$ cat config.mk
export PLATFORM = sky130hd
export DESIGN_NAME = rr_request_agent
export DESIGN_NICKNAME = d
export VERILOG_FILES = /design/src/rtl/rr_pkg.sv /design/src/rtl/rr_pending_counter.sv /design/src/rtl/rr_request_agent.sv
export SDC_FILE = /design/constraint.sdc
export NUM_CORES = 1
export LEC_CHECK = 0
export ABC_CLOCK_PERIOD_IN_PS = 4200
export BUFFER_PORTS_ARGS = -buffer_cell sky130_fd_sc_hd__buf_4
export CAP_MARGIN = 40
export CORE_ASPECT_RATIO = 1.4
export CORE_UTILIZATION = 50
export CTS_BUF_LIST = sky130_fd_sc_hd__clkbuf_8
export CTS_CLUSTER_DIAMETER = 60
export DETAILED_ROUTE_END_ITERATION = 6
export PLACE_DENSITY = 0.7
export SLEW_MARGIN = 20
export SYNTH_ARGS = -nofsm -noshare
export SYNTH_HDL_FRONTEND = slang
export SYNTH_HIERARCHICAL = 1
export SYNTH_SLANG_ARGS = --single-unit
$ cat constraint.sdc
create_clock -name clock -period 4.2 [get_ports clock]
set_input_delay 0.63 -clock clock [delete_from_list [all_inputs] [get_ports clock]]
set_output_delay 0.63 -clock clock [all_outputs]
set_load 0.01 [all_outputs]
$ cat src/rtl/rr_pkg.sv
// Shared definitions for the round-robin request agent and its arbiter:
// FSM state encoding, service-counter width and a one-hot test.
package rr_pkg;

  typedef enum logic [1:0] {
    ST_IDLE  = 2'd0,
    ST_SERVE = 2'd1,
    ST_ACK   = 2'd2
  } rr_state_t;

  localparam int unsigned SVC_W        = 8;
  localparam int unsigned ONEHOT_MAX_W = 32;

  // True when exactly one bit of vec is set (callers zero-extend narrower vectors).
  function automatic logic is_onehot(input logic [ONEHOT_MAX_W-1:0] vec);
    return (vec != 32'd0) && ((vec & (vec - 32'd1)) == 32'd0);
  endfunction

endpackage

$ cat src/rtl/rr_pending_counter.sv
// Saturating up/down pending-request counter for one client.
// A simultaneous push and dec nets to zero change and never reports overflow.
module rr_pending_counter
#(
  parameter int CNT_W = 3
)(
  input  logic             clock,
  input  logic             reset,
  input  logic             push,
  input  logic             dec,
  output logic [CNT_W-1:0] count,
  output logic             nonzero,
  output logic             full,
  output logic             ovf_pulse
);

  localparam logic [CNT_W-1:0] CNT_MAX  = {CNT_W{1'b1}};
  localparam logic [CNT_W-1:0] CNT_ZERO = {CNT_W{1'b0}};
  localparam logic [CNT_W-1:0] CNT_ONE  = {{(CNT_W-1){1'b0}}, 1'b1};

  logic [CNT_W-1:0] count_r;
  logic [CNT_W-1:0] count_next_s;

  // Next-count and overflow-pulse decode.
  always_comb begin
    count_next_s = count_r;
    ovf_pulse    = 1'b0;
    if (push && !dec) begin
      if (count_r == CNT_MAX) begin
        ovf_pulse = 1'b1;
      end else begin
        count_next_s = count_r + CNT_ONE;
      end
    end else if (dec && !push) begin
      count_next_s = count_r - CNT_ONE;
    end else begin
      count_next_s = count_r;
    end
  end

  // Count register.
  always_ff @(posedge clock or negedge reset) begin
    if (!reset) begin
      count_r <= CNT_ZERO;
    end else begin
      count_r <= count_next_s;
    end
  end

  assign count   = count_r;
  assign nonzero = (count_r != CNT_ZERO);
  assign full    = (count_r == CNT_MAX);

endmodule

$ cat src/rtl/rr_request_agent.sv
// Requester-side agent: per-client pending counters, grant capture, fixed
// service window and one-cycle ack. Optional RR_GRANT_CHECK_EN adds grant_err.
module rr_request_agent
  import rr_pkg::*;
#(
  parameter int WIDTH       = 4,
  parameter int CNT_W       = 3,
  parameter int SERVICE_LEN = 2
)(
  input  logic             clock,
  input  logic             reset,
  input  logic [WIDTH-1:0] push,
  output logic [WIDTH-1:0] req,
  input  logic [WIDTH-1:0] grant,
  output logic             ack,
  output logic [WIDTH-1:0] served,
  output logic [WIDTH-1:0] full,
  output logic             overflow,
`ifdef RR_GRANT_CHECK_EN
  output logic             grant_err,
`endif
  output logic             busy
);

  localparam logic [WIDTH-1:0] VEC_ZERO = {WIDTH{1'b0}};
  localparam logic [SVC_W-1:0] SVC_ZERO = {SVC_W{1'b0}};
  localparam logic [SVC_W-1:0] SVC_ONE  = {{(SVC_W-1){1'b0}}, 1'b1};
  localparam logic [SVC_W-1:0] SVC_LOAD = SVC_W'(SERVICE_LEN - 1);

  rr_state_t        state_r, state_next_s;
  logic [SVC_W-1:0] svc_r, svc_next_s;
  logic [WIDTH-1:0] grant_r, grant_next_s;
  logic             ack_r, ack_next_s;
  logic [WIDTH-1:0] served_r, served_next_s;
  logic             overflow_r;
  logic [WIDTH-1:0] dec_s, nonzero_s, full_s, ovf_s;
  logic [CNT_W-1:0] count_s [WIDTH];
  logic             grant_legal_s;

  for (genvar i = 0; i < WIDTH; i++) begin : g_cnt
    // Decrement only a client that really has something pending.
    assign dec_s[i] = (state_r == ST_ACK) && grant_r[i] && (count_s[i] != {CNT_W{1'b0}});
    rr_pending_counter #(.CNT_W(CNT_W)) u_cnt (
      .clock     (clock),
      .reset     (reset),
      .push      (push[i]),
      .dec       (dec_s[i]),
      .count     (count_s[i]),
      .nonzero   (nonzero_s[i]),
      .full      (full_s[i]),
      .ovf_pulse (ovf_s[i])
    );
  end

  assign grant_legal_s = is_onehot(ONEHOT_MAX_W'(grant)) && ((grant & nonzero_s) != VEC_ZERO);

  // FSM next-state, service counter and ack/served decode.
  always_comb begin
    state_next_s = state_r;
    svc_next_s   = svc_r;
    grant_next_s = grant_r;
    case (state_r)
      ST_IDLE: begin
        if (grant_legal_s) begin
          grant_next_s = grant;
          svc_next_s   = SVC_LOAD;
          state_next_s = ST_SERVE;
        end else begin
          state_next_s = ST_IDLE;
        end
      end
      ST_SERVE: begin
        if (svc_r == SVC_ZERO) begin
          state_next_s = ST_ACK;
        end else begin
          svc_next_s = svc_r - SVC_ONE;
        end
      end
      ST_ACK: begin
        state_next_s = ST_IDLE;
        grant_next_s = VEC_ZERO;
      end
      default: begin
        state_next_s = ST_IDLE;
        svc_next_s   = SVC_ZERO;
        grant_next_s = VEC_ZERO;
      end
    endcase
    ack_next_s    = (state_next_s == ST_ACK);
    served_next_s = ack_next_s ? grant_next_s : VEC_ZERO;
  end

  // FSM, captured grant, registered ack/served and sticky overflow.
  always_ff @(posedge clock or negedge reset) begin
    if (!reset) begin
      state_r    <= ST_IDLE;
      svc_r      <= SVC_ZERO;
      grant_r    <= VEC_ZERO;
      ack_r      <= 1'b0;
      served_r   <= VEC_ZERO;
      overflow_r <= 1'b0;
    end else begin
      state_r    <= state_next_s;
      svc_r      <= svc_next_s;
      grant_r    <= grant_next_s;
      ack_r      <= ack_next_s;
      served_r   <= served_next_s;
      overflow_r <= overflow_r | (ovf_s != VEC_ZERO);
    end
  end

`ifdef RR_GRANT_CHECK_EN
  logic grant_err_r;

  // One-cycle flag for a non-zero grant that IDLE refuses.
  always_ff @(posedge clock or negedge reset) begin
    if (!reset) begin
      grant_err_r <= 1'b0;
    end else begin
      grant_err_r <= (state_r == ST_IDLE) && (grant != VEC_ZERO) && !grant_legal_s;
    end
  end

  assign grant_err = grant_err_r;
`endif

  assign req      = nonzero_s;
  assign full     = full_s;
  assign ack      = ack_r;
  assign served   = served_r;
  assign overflow = overflow_r;
  assign busy     = (state_r == ST_SERVE) || (state_r == ST_ACK);

endmodule

Word level (Yosys, flattened, before mapping)
Cells that the tools add are included.

Add/subtract/negate cells: 10. Divide/modulo/power cells: 0. Reduce and logical (&&, ||, !) cells: 46. Order comparisons: 0. Multiplexer cells: 29. Bitwise logic cells: 4. Multipliers: 0. Shifts and indexed selects: 0. Equality and inequality tests: 13.

Operators by type and width (count): $mux 3 (12); $and 4x32->32 (1); $logic_not 32->1 (1); $pmux 8 s3 (1); $logic_and 1x1->1 (18); $mux 8 (2); $add 3x1->3 const B (4); $eq 3x3->1 const B (4); $ne 2x2->1 const B (6); $reduce_bool 3->1 (4); $reduce_bool 4->1 (3); $sub 3x1->3 const B (4); $mux 1 (9); $logic_not 1->1 (8); $logic_not 8->1 (1); $mux 4 (2); $pmux 4 s2 (1); $reduce_and 2->1 (4); $reduce_bool 2->1 (4); $sub 8x1->8 const B (1); $sub 4x1->5 const B (1); $and 4x4->4 (1); $eq 2x2->1 const B (2); $pmux 2 s2 (1); 7 further kinds (7).

Logic and storage cells: 112. Bits in writable memories: 0. Latch bits: 0. Memories kept: 0. Bits in registers: 32. Bits in read-only memories: 0. Output and inout bits: 15. Input port bits: 10.

Longest topological paths before layout
Depth in word-level cells: 9. Gate-level depth with buffers: 9. Depth with buffers taken out: 8.

Cells and area by module
The synthesis kept the hierarchy.

By module, submodules not included: rr_request_agent (sequential area each 500.5 sq um, area an instance 1166.1 sq um, cells an instance 116, instances 1); rr_pending_counter (sequential area each 75.1 sq um, area an instance 220.2 sq um, cells an instance 23, instances 4).

Worst setup path before layout
No wires, ideal clock.

Path kind: in2reg. From: input port grant[1]. To: register svc_r[2]. Buffers on the path: 0. Data required time: 4.099 ns. Cell stages on the path: 5. Setup time: 0.101 ns. Data arrival time: 2.087 ns. Slack: 2.012 ns. Cell sequence: or4b_4 > o311ai_2 > a41oi_4 > or3b_4 > o311ai_2.

Longest elaborated chain between the ends: 7. Elaborated cells on any way between the ends: 10. Classes of those cells: 1 x add/sub; 1 x eq/ne; 2 x bitwise; 6 x reduce/logical.

Ends and longest elaborated chain: start, declared (RTL line rr_request_agent.sv:14) `input logic [WIDTH-1:0] grant,`; $sub 4x1->5 (RTL line rr_pkg.sv:16) `return (vec != 32'd0) && ((vec & (vec - 32'd1)) == 32'd0);`; $and 4x32->32 (RTL line rr_pkg.sv:16); $logic_not 32->1 (RTL line rr_pkg.sv:16); $logic_and 1x1->1 (RTL line rr_pkg.sv:16); $logic_and 1x1->1 * (RTL line rr_request_agent.sv:55) `assign grant_legal_s = is_onehot(ONEHOT_MAX_W'(grant)) && ((grant & nonzero_s) != VEC_ZERO);`; $ne 2x2->1 (no source line) *; $reduce_and 3->1 (no source line) *; end signal, assigned (RTL line rr_request_agent.sv:104) `svc_r <= svc_next_s;`; end, declared (RTL line rr_request_agent.sv:31) `logic [SVC_W-1:0] svc_r, svc_next_s;`.

Mark *: on every way between the ends. The rest lies on a longest branch, timed or not. A chain may end at the register's enable or synchronous reset.

Worst setup path in the final report
From: register state_r[0]. To: register g_cnt[1].u_cnt.count_r[2].

Longest elaborated chain between the ends: 7. Elaborated cells on any way between the ends: 10. Classes of those cells: 2 x eq/ne; 1 x mux; 7 x reduce/logical.

Ends and longest elaborated chain: start, declared (RTL line rr_request_agent.sv:30) `rr_state_t state_r, state_next_s;`; start signal, assigned (RTL line rr_request_agent.sv:103) `state_r <= state_next_s;`; $eq 2x2->1 * (RTL line rr_request_agent.sv:42) `assign dec_s[i] = (state_r == ST_ACK) && grant_r[i] && (count_s[i] != {CNT_W{1'b0}});`; $logic_and 1x1->1 * (2 in a row) (RTL line rr_request_agent.sv:42); via dec_s[1] (RTL line rr_request_agent.sv:36) `logic [WIDTH-1:0] dec_s, nonzero_s, full_s, ovf_s;`; $logic_not 1->1 (RTL line rr_pending_counter.sv:28) `if (push && !dec) begin`; $logic_and 1x1->1 (RTL line rr_pending_counter.sv:28); $ne 2x2->1 (no source line) or $reduce_bool 2->1 (tied branches); $reduce_and 2->1 (no source line); end signal, assigned (RTL line rr_pending_counter.sv:46) `count_r <= count_next_s;`; end, declared (RTL line rr_pending_counter.sv:21) `logic [CNT_W-1:0] count_r;`.

Mark *: on every way through the listed nets, which the timed path passes. The rest lies on a longest branch.

==> metrics <==
outcome finished, final reports clean; Port Buffers 24; vias per inst just under 6; Starting Density 52.2%; DR WL/cell 15.3 um; DRC violations left 0; gp weighted congestion 0.804; area delta synth->final 17.1%; Post-synth EDFFs 0; FMAX 446 MHz; first-pass GRT wire length 7300 um; Detail Placement HPWL 3140 um; Clock Sinks 32; post-synthesis mux area share 4.89%; clock share of power 28.2%; simple-gate area share of the yosys netlist 23.7%; Synth Flop Type dfrtp_1; Synth Net Count 227; antenna fix cells 0; worst-margin pin slew 0.769 ns; share of cells above drive strength 1 between 20% and 30%; Slew headroom 48.3%; Total Negative Setup Slacks 0 ns; Distinct cells, synth 46; final worst-path cycle share 53.4%; CP Data Arrival Time ~2.5 ns; layout net count 255; Clock Latency Late Sink around 0.28 ns; Final Slew Violations 0; adder-cell share of the synthesized area about 7.0%; Place WS between 1.5 and 2 ns; RSZ-0062 raised after global routing no; Multi-input gate area 1190 um2; Antenna Nets Post-Route 0; Pre-antenna DRT Iters 4; register area 801 um2; worst vdd ir 0.411 mV; Clock transition at path regs 0.07 ns; Avg Inst Size Synth approximately 10 um2; initial antenna violation count 0; Synth Area in XOR/XNOR 0%; Root Buffer clkbuf_8; Syn Inst Count 208; largest net degree at the start of global routing 33; overall routing resource usage 21.6%; I/O pin total 25; cts hold-fix bufs 0; number of gates resized after cts 0; via count between 1.5k and 2k; CTS buffer count 5; most common cell after layout, fill and taps aside dfrtp_1; Worst Setup Start Kind register; Layout Skew 0.00342 ns; part of the Yosys area used for sequential elements 39.1%; number of setup violations in the final report 0; switching pwr 0.385 mW; Seq pwr share 42.4%; drt initial violations 66; synthesized area approximately 2000 um2; worst setup margin about 2.0 ns; die height ~80 um; Critical Path Fanout Max 11; static leakage 1.16 nW; critical path data required time 4.41 ns; vias in the first global route 1594; Die Area around 4400 um2; H-Tree Depth 2; pwr/cell area 479 nW/um2; crit path capture type register; remaining global-route overflow 0; Post-CTS Setup Inserts 0; Die X 56.1 um; cell internal pwr 0.763 mW; Hold Path Class in2async; switching part of the total 33.5%; most frequent cells in the layout dfrtp_1 (32), nand2_1 (26), buf_4 (24); Final Hold Viols 0; largest family of logic cells by synthesized area simple AND/OR/NAND/NOR gates; Seq cells post-synth 32; final WL ~4300 um; maxcap violations 0; Compound-Gate Fraction of Synth Area 22.6%; crit path kind reg2reg; CTS tree built; core area between 3000 and 4000 um2; Logic pwr share between 20% and 30%; fillcell total 350; ys async rst share 100%; Synth Warn # 6; clock tree buffer depth 2; min cycle time layout 2.24 ns; Rows 27
[worst paths after layout]
path	start	endpoint	slack (ns)	cells after the start
hold / removal	reset	state_r[1]	0.28	1
min in group clock	overflow	overflow	0.47	2
setup / recovery	state_r[0]	g_cnt[1].u_cnt/count[2]	1.96	8
setup reg to reg	state_r[0]	g_cnt[1].u_cnt/count[2]	1.96	8
hold reg to reg	overflow	overflow	0.47	2
max in group asynchronous	reset	svc_r[7]	3.63	1
[per-stage QoR]
step                      hold slack, ns  cells  cell area (um2)  util (%)  power, mW
final                              0.279    280             2400      61.1       1.15
after global routing               0.302    280             2400      61.1       1.23
after detailed placement           0.458    272             2270      57.9      0.831
after CTS                          0.286    280             2400      61.1       1.16
after global placement             0.456    272             2270      57.9      0.824
after floorplan                    0.334    208             2050         -      0.702
[flip-flops by register name (all words and copies together), names as in the netlist]
| register | flops |
|---|---|
| ack | 1 |
| g_cnt.u_cnt/count | 12 |
| grant_r | 4 |
| overflow | 1 |
| served | 4 |
| state_r | 2 |
| svc_r | 8 |
[cell families (layout without fill, tap and decap cells)]
family	count (synthesis)	count (layout)
compound gates	63	63
flops	32	32
simple gates	81	81
fa+ha+maj	9	9
buf+inv	15	44
mux	8	8
[cell type report]
type	instances	share of cell area [%]
sequential	32	33.4
tap	43	2.25
multi-input combinational	161	49.7
timing repair buffer	24	7.52
clock inverter	1	1.25
inverter	12	1.88
clock buffer	7	4.02
[power groups by stage]
stage | registers (mW) | logic, mW | clock network (mW)
after floorplan | 0.460 | 0.241 | 0
after global placement | 0.493 | 0.330 | 0
final | 0.487 | 0.338 | 0.324
after detailed placement | 0.491 | 0.340 | 0
after CTS | 0.486 | 0.341 | 0.331
after global routing | 0.501 | 0.380 | 0.345
[critical path, stage by stage (launching register included)]
cell	delay, ns
dfrtp_1	0.38
inv_1	0.08
ha_1	0.37
o311a_1	0.25
nor2b_4	0.15
inv_2	0.07
fa_1	0.42
mux2_4	0.31
o22ai_1	0.14
[cell usage after synthesis, types with 4 or more instances]
library cell  count  area [um2]
dfrtp_1          32         801
nand2_1          26        97.6
o21ai_0          15        75.1
a21oi_1           8        40.0
and2_1            8        50.1
inv_1             8        30.0
nor2_1            7        26.3
o2bb2ai_1         6        52.6
a21o_1            5        37.5
and3_1            5        31.3
ha_1              5        62.6
nand3_1           5        25.0
o21ai_1           5        25.0
and3_2            4        30.0
fa_1              4        80.1
inv_2             4        15.0
mux2_4            4        60.1
mux2i_1           4        40.0
nand2b_2          4        35.0
nor2b_4           4        55.1
o22ai_1           4        25.0
o311a_1           4        40.0
or3_1             4        25.0
[per-layer routing]
layer | vias up | track usage, % | share of wire [%]
met5 | - | 0 | 0
met4 | 0 | 9.02 | 1.8
met3 | 7 | 5.17 | 3.0
met2 | 25 | 35.6 | 53
met1 | 789 | 27.0 | 42
li1 | 822 | - | -
(Power assumes the default switching activity.)
